==> src/rtl/apb_master_mux.sv <==
// apb_master_mux: APB4 master decoding NUM_SLAVES windows from address bits, one outstanding transfer.
// Optional ACCESS-phase timeout enabled by defining APB_MASTER_TIMEOUT_EN.
module apb_master_mux #(
  parameter int DATA_WIDTH      = 32,
  parameter int ADDR_WIDTH      = 32,
  parameter int NUM_SLAVES      = 4,
  parameter int SLAVE_ADDR_BITS = 12,
  parameter int TIMEOUT_CYCLES  = 256
) (
  input  logic                             clk,
  input  logic                             rst,
  input  logic                             cmd_valid,
  output logic                             cmd_ready,
  input  logic                             cmd_write,
  input  logic [ADDR_WIDTH-1:0]            cmd_addr,
  input  logic [DATA_WIDTH-1:0]            cmd_wdata,
  input  logic [DATA_WIDTH/8-1:0]          cmd_strb,
  input  logic [2:0]                       cmd_prot,
  output logic                             rsp_valid,
  input  logic                             rsp_ready,
  output logic [DATA_WIDTH-1:0]            rsp_rdata,
  output logic                             rsp_err,
  output logic [NUM_SLAVES-1:0]            psel,
  output logic                             penable,
  output logic                             pwrite,
  output logic [ADDR_WIDTH-1:0]            paddr,
  output logic [DATA_WIDTH-1:0]            pwdata,
  output logic [DATA_WIDTH/8-1:0]          pstrb,
  output logic [2:0]                       pprot,
  input  logic [NUM_SLAVES*DATA_WIDTH-1:0] prdata,
  input  logic [NUM_SLAVES-1:0]            pready,
  input  logic [NUM_SLAVES-1:0]            pslverr
);
  localparam int IDX_W = NUM_SLAVES > 1 ? $clog2(NUM_SLAVES) : 1;
  typedef enum logic [1:0] {IDLE, SETUP, ACCESS, RESP} state_e;
  if (NUM_SLAVES < 1 || NUM_SLAVES > 16 || TIMEOUT_CYCLES < 1) begin : g_bad_params
    $error("apb_master_mux: unsupported parameter values");
  end
  state_e                state_q;
  logic [IDX_W-1:0]      idx_q;
  logic [IDX_W-1:0]      cmd_idx;
  logic                  dec_ok;
  logic                  sel_rdy;
  logic                  sel_err;
  logic [DATA_WIDTH-1:0] sel_rdata;
  logic                  expired;
  assign cmd_idx   = cmd_addr[SLAVE_ADDR_BITS +: IDX_W];
  assign dec_ok    = 32'(cmd_idx) < NUM_SLAVES;
  assign sel_rdy   = pready[idx_q];
  assign sel_err   = pslverr[idx_q];
  assign sel_rdata = prdata[idx_q*DATA_WIDTH +: DATA_WIDTH];
  assign cmd_ready = state_q == IDLE;
`ifdef APB_MASTER_TIMEOUT_EN
  localparam int CNT_W = $clog2(TIMEOUT_CYCLES + 1);
  logic [CNT_W-1:0] cnt_q;
  assign expired = cnt_q == CNT_W'(TIMEOUT_CYCLES - 1);
  // Held at zero outside ACCESS, so it is already clear on entry.
  always_ff @(posedge clk)
    if (rst || state_q != ACCESS) cnt_q <= '0;
    else if (!sel_rdy) cnt_q <= cnt_q + 1'b1;
`else
  assign expired = 1'b0;
`endif
  always_ff @(posedge clk) begin
    if (rst) begin
      state_q   <= IDLE;
      idx_q     <= '0;
      psel      <= '0;
      penable   <= 1'b0;
      pwrite    <= 1'b0;
      paddr     <= '0;
      pwdata    <= '0;
      pstrb     <= '0;
      pprot     <= '0;
      rsp_valid <= 1'b0;
      rsp_rdata <= '0;
      rsp_err   <= 1'b0;
    end else begin
      case (state_q)
        IDLE: if (cmd_valid) begin
          idx_q     <= cmd_idx;
          pwrite    <= cmd_write;
          paddr     <= cmd_addr;
          pwdata    <= cmd_wdata;
          pstrb     <= cmd_write ? cmd_strb : '0;
          pprot     <= cmd_prot;
          psel      <= dec_ok ? NUM_SLAVES'(1) << cmd_idx : '0;
          rsp_valid <= !dec_ok;
          rsp_err   <= !dec_ok;
          rsp_rdata <= '0;
          state_q   <= dec_ok ? SETUP : RESP;
        end
        SETUP: begin
          penable <= 1'b1;
          state_q <= ACCESS;
        end
        // A ready on the expiry cycle wins over the timeout.
        ACCESS: if (sel_rdy || expired) begin
          psel      <= '0;
          penable   <= 1'b0;
          rsp_valid <= 1'b1;
          rsp_err   <= !sel_rdy || sel_err;
          rsp_rdata <= (sel_rdy && !sel_err && !pwrite) ? sel_rdata : '0;
          state_q   <= RESP;
        end
        RESP: if (rsp_ready) begin
          rsp_valid <= 1'b0;
          state_q   <= IDLE;
        end
        default: state_q <= IDLE;
      endcase
    end
  end
endmodule

==> config.mk <==
export PLATFORM = sky130hd
export DESIGN_NAME = apb_master_mux
export DESIGN_NICKNAME = d
export VERILOG_FILES = /design/src/rtl/apb_master_mux.sv
export SDC_FILE = /design/constraint.sdc
export NUM_CORES = 1
export LEC_CHECK = 0
export CORE_AREA = 2 2 126 128
export DETAILED_ROUTE_END_ITERATION = 10
export DIE_AREA = 0 0 128 130
export PLACE_DENSITY = 0.74
export REMOVE_ABC_BUFFERS = 1
export SLEW_MARGIN = 25
export SYNTH_ARGS = -nofsm -noshare
export SYNTH_HDL_FRONTEND = slang
export SYNTH_SLANG_ARGS = --single-unit
==> constraint.sdc <==
create_clock -name clk -period 4.5 [get_ports clk]
set_input_delay 0.675 -clock clk [delete_from_list [all_inputs] [get_ports clk]]
set_output_delay 0.675 -clock clk [all_outputs]
set_load 0.01 [all_outputs]
==> results.cfg, run 1 <==
[clocking]
postCtsSetupRepairBufs = 0
clk_latency_ps = 410
cts-root-buf = clkbuf_16
cts_resized = 0
clkTransAtPathRegs_ps = 60
cts_buffers = 17
clock_path_buffers = 2
tritoncts = built
cts.sinks = 113
postCtsHoldBufs = 0
h-tree-depth = 4

[sta]
relSlewSlack_pct = 34.5
maxSlewViolCount = 0
fin_crit_sh_pct = 59.9
setup_tns_ps = 0
holdWs_ps = 451
post-route-min-period_ps = 2690
setup_ws_ps = 1810
rsz0062_at_grt = no
finClkSkew_ps = 4.81
fmax_mhz = 371
finalSetupViolations = 0
worstMarginPinSlew_ps = 979
finalHoldViolations = 0

[logic_synthesis]
synth_edf_count = 0
ys_top_cells_by_count = 175 x nand2_1, 113 x dfxtp_1, 111 x a21oi_1
synth_area_leaders = dfxtp_1 45%, mux4_2 15%, nand2_1 13%
ys_types = 32
yosysSeqAreaShare_pct = 44.7
synthCells = 558
synth_top_family_by_area = compound AO/OA/AOI/OAI gates
ys.flop_type = dfxtp_1
synth.most_common_cell = nand2_1
syn_area_um2 = 5060
yosysTopAreaCell = dfxtp_1
synth_mux_area_share_pct = 16.2
synth-compound-area-share_pct = 17.2
syn_avg_cell_area_um2 = 9.07
yosys_warnings = 0
synthSimpleGateAreaFrac_pct = 15.6
synthAdderAreaFrac_pct = 0.988
ys_async_sr_fraction_pct = 0
synth-xor-area-share_pct = 0
yosys_register_bits = 113
yosysTopAreaCellShare_pct = 44.7

[setup_path]
reg2regPathDepth = 5
reg2reg_to = rsp_rdata[0]
cp_cell_sequence = buf_4, clkdlybuf4s50_1
r2r_slack_ps = 2050
end_kind = output port
cpLargestDelayFamily = buffers and inverters
critPathKind = reg -> out
required_ps = 3830
worst_ep_arrival_time_ps = 2020
slowest_delay_ps = 670
cp_max_fo = 37
critPathLaunchType = register
path_depth = 2
crit_buf_inv = 2
reg2reg_from = paddr[13]
crit_slowest_cell = clkdlybuf4s50_1

[power]
switching_share_pct = 29.0
comb_power_share_pct = 28.5
p_sw_mw = 1.03
seqPwrFrac_pct = 32.5
p_int_mw = 2.53
leakagePower_nw = 3.14
clock_power_share_pct = 39.0
powerDensity_nw_per_um2 = 396
peakVddDrop_mv = 0.248

[place]
gp_congestion = 0.788
place_area_um2 = 8370
dpl_worst_slack_ps = 1610
dp_hpwl_mm = 12.6
portBuffers = 323

[drt]
vias_per_cell = 4.93
drtAntennaViolNets = 0
routedWlPerCell_um = 16.3
first_pass_iters = 4
drtIter0Drc = 278
drt_wl_total_mm = 17.4
num_vias = 5246
drc = 0

[global_route]
grt_max_degree = 81
grtUsageTotal_pct = 20.3
grt_pass1_vias = 4975
grt.overflow.total = 0
antenna_found_initial = 1
grt_pass1_wl_mm = 26.0

[outcome]
status = completed

[layout]
num-nets-final = 1076
drive_gt1_share_pct = 9.74
syn_to_final_growth_pct = 77.5
antenna_cells = 0
final_cell_area_um2 = 8990

[job]
maxCapViolations = 0

[hold_path]
hp-class = reg -> reg
min_to = pwdata[0]
hp-start = pwdata[0]
hold_depth = 2

[floorplan]
chipWidth_um = 128
io_pins = 324
fp.dieH_um = 130
start_util_pct = 32.8
die_area_um2 = 16600
std_cell_rows = 46
core-area_um2 = 15400
==> cell usage in the layout, fill, tap and decap left out, types with 2 or more instances in the layout <==
cell type	instances
nand2b_1	3
inv_1	5
clkinvlp_4	3
nor2_1	6
clkdlybuf4s50_1	322
o211ai_1	32
mux2_2	2
clkbuf_16	17
dfxtp_2	2
buf_4	10
dfxtp_1	111
nand3_1	5
mux2i_1	4
clkbuf_8	2
a21oi_1	111
nand2_1	174
ha_1	4
mux4_2	33
clkinv_2	2
clkinv_4	3
bufinv_16	3
==> cells by family after synthesis <==
| group | after synthesis |
|---|---|
| flops | 113 |
| buf+inv | 54 |
| simple gates | 196 |
| fa+ha+maj | 4 |
| compound gates | 151 |
| mux | 40 |
==> sequential cells by signal, indices dropped and copies added, names as in the netlist, 2 cells and up <==
register,flops
pstrb,4
paddr,32
psel,4
pprot,3
pwdata,32
state_q,2
rsp_rdata,32
==> power groups by stage <==
stage / Combinational, mW / Clock, mW / Sequential [mW]
finish: 1.01 / 1.39 / 1.15
global route: 1.10 / 1.45 / 1.17
CTS: 1.03 / 1.41 / 1.15
detailed placement: 1.02 / 0 / 1.18
global placement: 1.02 / 0 / 1.17
floorplan: 0.406 / 0 / 1.24
==> routing by layer <==
layer	GRT usage (%)	vias up	part of all wire, %
met5	0	-	0
met4	7.82	0	2.2
met3	5.70	26	7.4
met1	22.8	2401	39
met2	36.6	249	51
li1	-	2570	-
==> cell type report <==
type	instances	area (µm²)
clock buffer	20	457
clock inverter	12	158
fill	1339	6440
inverter	5	18.8
multi-input combinational	391	2550
sequential	113	2260
tap	192	240
timing repair buffer	332	3300
==> worst max-delay path by stage <==
| stage | from | end | slack, ps |
|---|---|---|---|
| finish | paddr[12] | paddr[12] | 1810 |
| floorplan | paddr[12] | rsp_rdata[0] | 890 |
| global placement | pready[3] | rsp_err | 1640 |
| CTS | paddr[12] | paddr[12] | 1750 |
| global route | paddr[12] | paddr[12] | 1680 |
| detailed placement | pready[3] | rsp_rdata[27] | 1610 |
==> stage by stage <==
step	utilization, %	instances	total power, mW
global route	58.3	1065	3.72
finish	58.3	1065	3.56
floorplan	-	509	1.65
CTS	58.3	1065	3.59
detailed placement	54.3	1033	2.20
global placement	54.3	1033	2.19
==> worst min-delay path: cells and delay by family (launching register included) <==
kind	cells	cell delay, ps
AO/OA/AOI/OAI	1	50
flip-flops	1	300
AND/OR/NAND/NOR	1	50
Power figures use the tool's default switching activity.
==> inputs of run 2 (changes only) <==
CORE_AREA = 2 2 124 126   (was 2 2 126 128)
DIE_AREA = 0 0 126 128   (was 0 0 128 130)
PLACE_DENSITY = 0.76   (was 0.74)
clock period = 2.6 ns   (was 4.5 ns; I/O delays follow)
==> run 2 against run 1 <==
  * Non-clock buffer count rose by 4
  * Worst hold slack worse by 1.2 ps
  * First-iteration DRC count increased by 4.0%
  * Wire length is 3.6% lower
  * Final area increased by 1.2%
  * Critical path depth grew 1
  * Total power is 78% higher
  * Register-to-register slack lost 1500 ps
  * Clock skew is 3.1 ps higher
  * Utilization is 2.9 points higher
  * Critical endpoint is now cmd_ready
==> results.cfg, run 2 (synthesis results as in run 1) <==
[floorplan]
start_util_pct = 34.1
io_pins = 324
std_cell_rows = 45
die_area_um2 = 16100
core-area_um2 = 14900
fp.dieH_um = 128
chipWidth_um = 126

[place]
gp_congestion = 0.794
portBuffers = 323
dp_hpwl_mm = 12.4

[drt]
first_pass_iters = 5
drc = 0
drt_wl_total_mm = 16.7
vias_per_cell = 4.91
drtIter0Drc = 289
num_vias = 5219
drtAntennaViolNets = 0
routedWlPerCell_um = 15.7

[setup_path]
crit_buf_inv = 2
required_ps = 2210
cpLargestDelayFamily = buffers and inverters
critPathKind = reg -> out
reg2reg_from = state_q[0]
reg2reg_to = rsp_rdata[15]
reg2regPathDepth = 7
crit_slowest_cell = clkdlybuf4s50_1
cp_cell_sequence = inv_1, ha_1, clkdlybuf4s50_1
critPathLaunchType = register
worst_ep_arrival_time_ps = 1710
cp_max_fo = 5
end_kind = output port
r2r_slack_ps = 580
slowest_delay_ps = 600

[global_route]
grt_util_met1_pct = 24.1
grt_pass1_wl_mm = 26.7
grt_use_met3_pct = 6.39
grtUsageTotal_pct = 20.9
grt_use_met2_pct = 36.8
top_usage_layer = met2
grt_pass1_vias = 5049
grt_max_degree = 73
grt.overflow.total = 0
antenna_found_initial = 0

[hold_path]
hp-start = psel[2]
hp-class = reg -> reg
min_to = psel[2]
hold_depth = 2

[sta]
fmax_mhz = 476
maxSlewViolCount = 0
holdWs_ps = 449
relSlewSlack_pct = 64.0
finalSetupViolations = 0
finalHoldViolations = 0
post-route-min-period_ps = 2100
rsz0062_at_grt = no
fin_crit_sh_pct = 80.7
worstMarginPinSlew_ps = 539
finClkSkew_ps = 7.93

[clocking]
clkTransAtPathRegs_ps = 50
tritoncts = built
cts_buffers = 17
cts-root-buf = clkbuf_16
cts_resized = 0
postCtsSetupRepairBufs = 0
h-tree-depth = 4
postCtsHoldBufs = 0
cts.sinks = 113
clock_path_buffers = 2
clk_latency_ps = 410

[job]
maxCapViolations = 0

[layout]
largest_registers = paddr: 32 flops, pwdata: 32 flops, rsp_rdata: 32 flops
syn_to_final_growth_pct = 79.6
final_common_cell = clkdlybuf4s50_1
final_cell_mix = 322 x clkdlybuf4s50_1, 174 x nand2_1, 111 x a21oi_1, 111 x dfxtp_1, 33 x mux4_2
drive_gt1_share_pct = 9.93
antenna_cells = 0
num-nets-final = 1080

[power]
peakVddDrop_mv = 0.424
fin_total_pwr_mw = 6.34
powerDensity_nw_per_um2 = 697
leakagePower_nw = 3.19

[outcome]
status = completed
## run 2: changes by cell type in the layout (fill, tap and decap cells not counted), sizes merged
cell    change
buf         +4
inv         -1
clkinv      -3
bufinv      +2
clkbuf      +1
## run 2: power breakdown
| group | switching [mW] | internal, mW | leakage, nW | total [mW] |
|---|---|---|---|---|
| registers | 0.0955 | 1.91 | 0.923 | 2.00 |
| clock network | 0.795 | 1.74 | 0.305 | 2.54 |
| logic | 0.846 | 0.954 | 1.96 | 1.80 |
## run 2: worst max path at each step
stage	start	endpoint	slack, ps	cells past startpoint
floorplan	paddr[12]	rsp_rdata[0]	-1010	3
global placement	pready[3]	rsp_rdata[22]	360	6
detailed placement	pready[3]	rsp_rdata[15]	320	6
CTS	state_q[0]	cmd_ready	470	3
global route	state_q[0]	rsp_rdata[18]	370	7
finish	state_q[0]	cmd_ready	500	3
## run 2: final cells by class
class / count / area (µm²)
Clock buffer: 21 / 460
Sequential cell: 113 / 2260
Tap cell: 188 / 235
Timing Repair Buffer: 336 / 3380
Clock inverter: 10 / 183
Multi-Input combinational cell: 391 / 2550
Fill cell: 1282 / 5770
Inverter: 5 / 18.8
## run 2: worst register-to-register path, cell delays in order, from the launching register on
cell and delay (ps):
dfxtp_1 380, inv_1 80, ha_1 280, mux2_2 330, o21a_1 330, buf_4 280
o211ai_1 110, a21oi_1 140
## run 2: routing by layer
layer  part of all wire, %  wire length, µm  vias up
met1                    39             6580     2400
met4                   1.8              299        0
met3                   7.5             1260       23
met5                     0                0        -
li1                      -                -     2566
met2                    51             8610      230
## run 2: metrics by stage
stage	instance area, µm²	setup TNS [ps]	utilization, %	instances	setup WS, ps
6_report	9090	0	61.2	1064	501
5_1_grt	9090	0	61.2	1064	366
4_1_cts	9090	0	61.2	1064	474
3_5_place_dp	8450	0	56.8	1033	316
3_3_place_gp	8450	0	56.8	1033	356
2_1_floorplan	4810	-36740	-	509	-1010
==> inputs of run 3 (changes only) <==
clock period = 2 ns   (was 2.6 ns; I/O delays follow)
==> run 3 against run 2 <==
  * Critical path depth fell by 1
  * Critical endpoint is now paddr[12]
  * Largest power group unchanged
  * Clock skew rose by 0.63 ps
  * Sequential power rose by 30%
  * Utilization rose by 0.99 points
  * Largest cell class unchanged
==> results.cfg, run 3 (synthesis results as in run 1) <==
[outcome]
status = completed

[clocking]
h-tree-depth = 4
tritoncts = built
cts-root-buf = clkbuf_16
cts_buffers = 17
clk_latency_ps = 410
cts.sinks = 113
clock_path_buffers = 2
postCtsHoldBufs = 0
clkTransAtPathRegs_ps = 60

[hold_path]
hold_depth = 2
hp-start = rst
hp-class = in -> reg
min_to = psel[1]

[sta]
fin_crit_sh_pct = 91.4
finalHoldViolations = 0
finClkSkew_ps = 8.56
maxSlewViolCount = 0
rsz0062_at_grt = no
setup_ws_ps = 171
post-route-min-period_ps = 1830
finalSetupViolations = 0
fmax_mhz = 547
relSlewSlack_pct = 67.9
worstMarginPinSlew_ps = 482

[drt]
drt_wl_total_mm = 17.4
vias_per_cell = 4.92
drtIter0Drc = 243
num_vias = 5306
drc = 0
first_pass_iters = 4
routedWlPerCell_um = 16.2
drtAntennaViolNets = 0

[layout]
final_common_cell = clkdlybuf4s50_1
num-nets-final = 1094
syn_to_final_growth_pct = 82.5
largest_registers = paddr: 32 flops, pwdata: 32 flops, rsp_rdata: 32 flops
antenna_cells = 0
nFillCells = 1311
final_cell_mix = 321 x clkdlybuf4s50_1, 174 x nand2_1, 111 x a21oi_1, 111 x dfxtp_1, 33 x mux4_2
drive_gt1_share_pct = 11.7
final_cell_area_um2 = 9240

[floorplan]
core-area_um2 = 14900
fp.dieH_um = 128
start_util_pct = 34.1
std_cell_rows = 45
die_area_um2 = 16100
io_pins = 324
chipWidth_um = 126

[global_route]
grt.overflow.total = 0
grt_max_degree = 64
grt_pass1_wl_mm = 27.4
antenna_found_initial = 0
grt_pass1_vias = 5436
grtUsageTotal_pct = 21.5

[power]
powerDensity_nw_per_um2 = 878
comb_power_share_pct = 30.5
seqPwrFrac_pct = 32.2
p_sw_mw = 2.33
fin_total_pwr_mw = 8.11
leakagePower_nw = 3.27
clock_power_share_pct = 37.3
switching_share_pct = 28.8
peakVddDrop_mv = 0.570
p_int_mw = 5.78

[setup_path]
reg2reg_to = rsp_rdata[5]
worst_ep_arrival_time_ps = 1530
critPathKind = reg -> out
end_kind = output port
reg2regPathDepth = 7
r2r_slack_ps = 180
required_ps = 1700
cp_max_fo = 9
critPathLaunchType = register
reg2reg_from = state_q[0]

[place]
gp_congestion = 0.784
place_area_um2 = 8550
portBuffers = 323
dpl_worst_slack_ps = -61.0
dp_hpwl_mm = 12.9

[job]
maxCapViolations = 0
run 3: critical path: stages (launching register included):
cell	delay (ps)
dfxtp_4	420
buf_12	150
clkdlybuf4s50_1	540
run 3: layer usage:
metal  vias to the layer above  part of all wire, %  GRT usage (%)
li1                       2602                    -              -
met1                      2415                   38           23.7
met2                       252                   51           39.1
met3                        37                  7.5           5.63
met4                         0                  3.0           8.99
met5                         -                    0              0
run 3: per-stage QoR:
stage / hold slack [ps] / utilization, % / TNS [ps] / instances
global placement: 438 / 57.5 / -464 / 1038
floorplan: 369 / - / -80590 / 509
CTS: 320 / 61.7 / 0 / 1070
global route: 341 / 62.2 / 0 / 1078
finish: 335 / 62.2 / 0 / 1078
detailed placement: 446 / 57.5 / -1300 / 1038
run 3: how the worst max path moves through the flow:
stage | from | end | slack (ps) | cells after the start
5_1_grt | state_q[0] | rsp_rdata[28] | 20 | 7
3_3_place_gp | pready[3] | rsp_rdata[2] | -20 | 6
2_1_floorplan | paddr[12] | rsp_rdata[0] | -1610 | 3
4_1_cts | state_q[0] | cmd_ready | 2 | 3
6_report | paddr[12] | paddr[12] | 170 | 2
3_5_place_dp | pready[0] | rsp_rdata[15] | -60 | 6
run 3: power groups by stage:
| stage | registers [mW] | logic, mW | clock network, mW |
|---|---|---|---|
| 3_3_place_gp | 2.65 | 2.42 | 0 |
| 4_1_cts | 2.61 | 2.48 | 3.08 |
| 5_1_grt | 2.64 | 2.68 | 3.21 |
| 6_report | 2.61 | 2.47 | 3.03 |
| 2_1_floorplan | 2.80 | 0.913 | 0 |
| 3_5_place_dp | 2.66 | 2.44 | 0 |
run 3: cell type report:
class / instances / area [µm²] / share of cell area (%)
multi-input combinational: 391 / 2550 / 27.7
clock inverter: 14 / 165 / 1.79
inverter: 5 / 18.8 / 0.203
sequential: 113 / 2270 / 24.5
clock buffer: 17 / 425 / 4.60
tap: 188 / 235 / 2.55
timing repair buffer: 350 / 3570 / 38.7
run 3: repair_timing:
| item | 4_1_cts | 5_1_grt |
|---|---|---|
| endpoints found under the setup margin | 2 | 2 |
| buffers inserted | 0 | 8 |
| hold endpoints to repair | 0 | 0 |
| gates cloned | 1 | 0 |
| resized for setup | 2 | 1 |
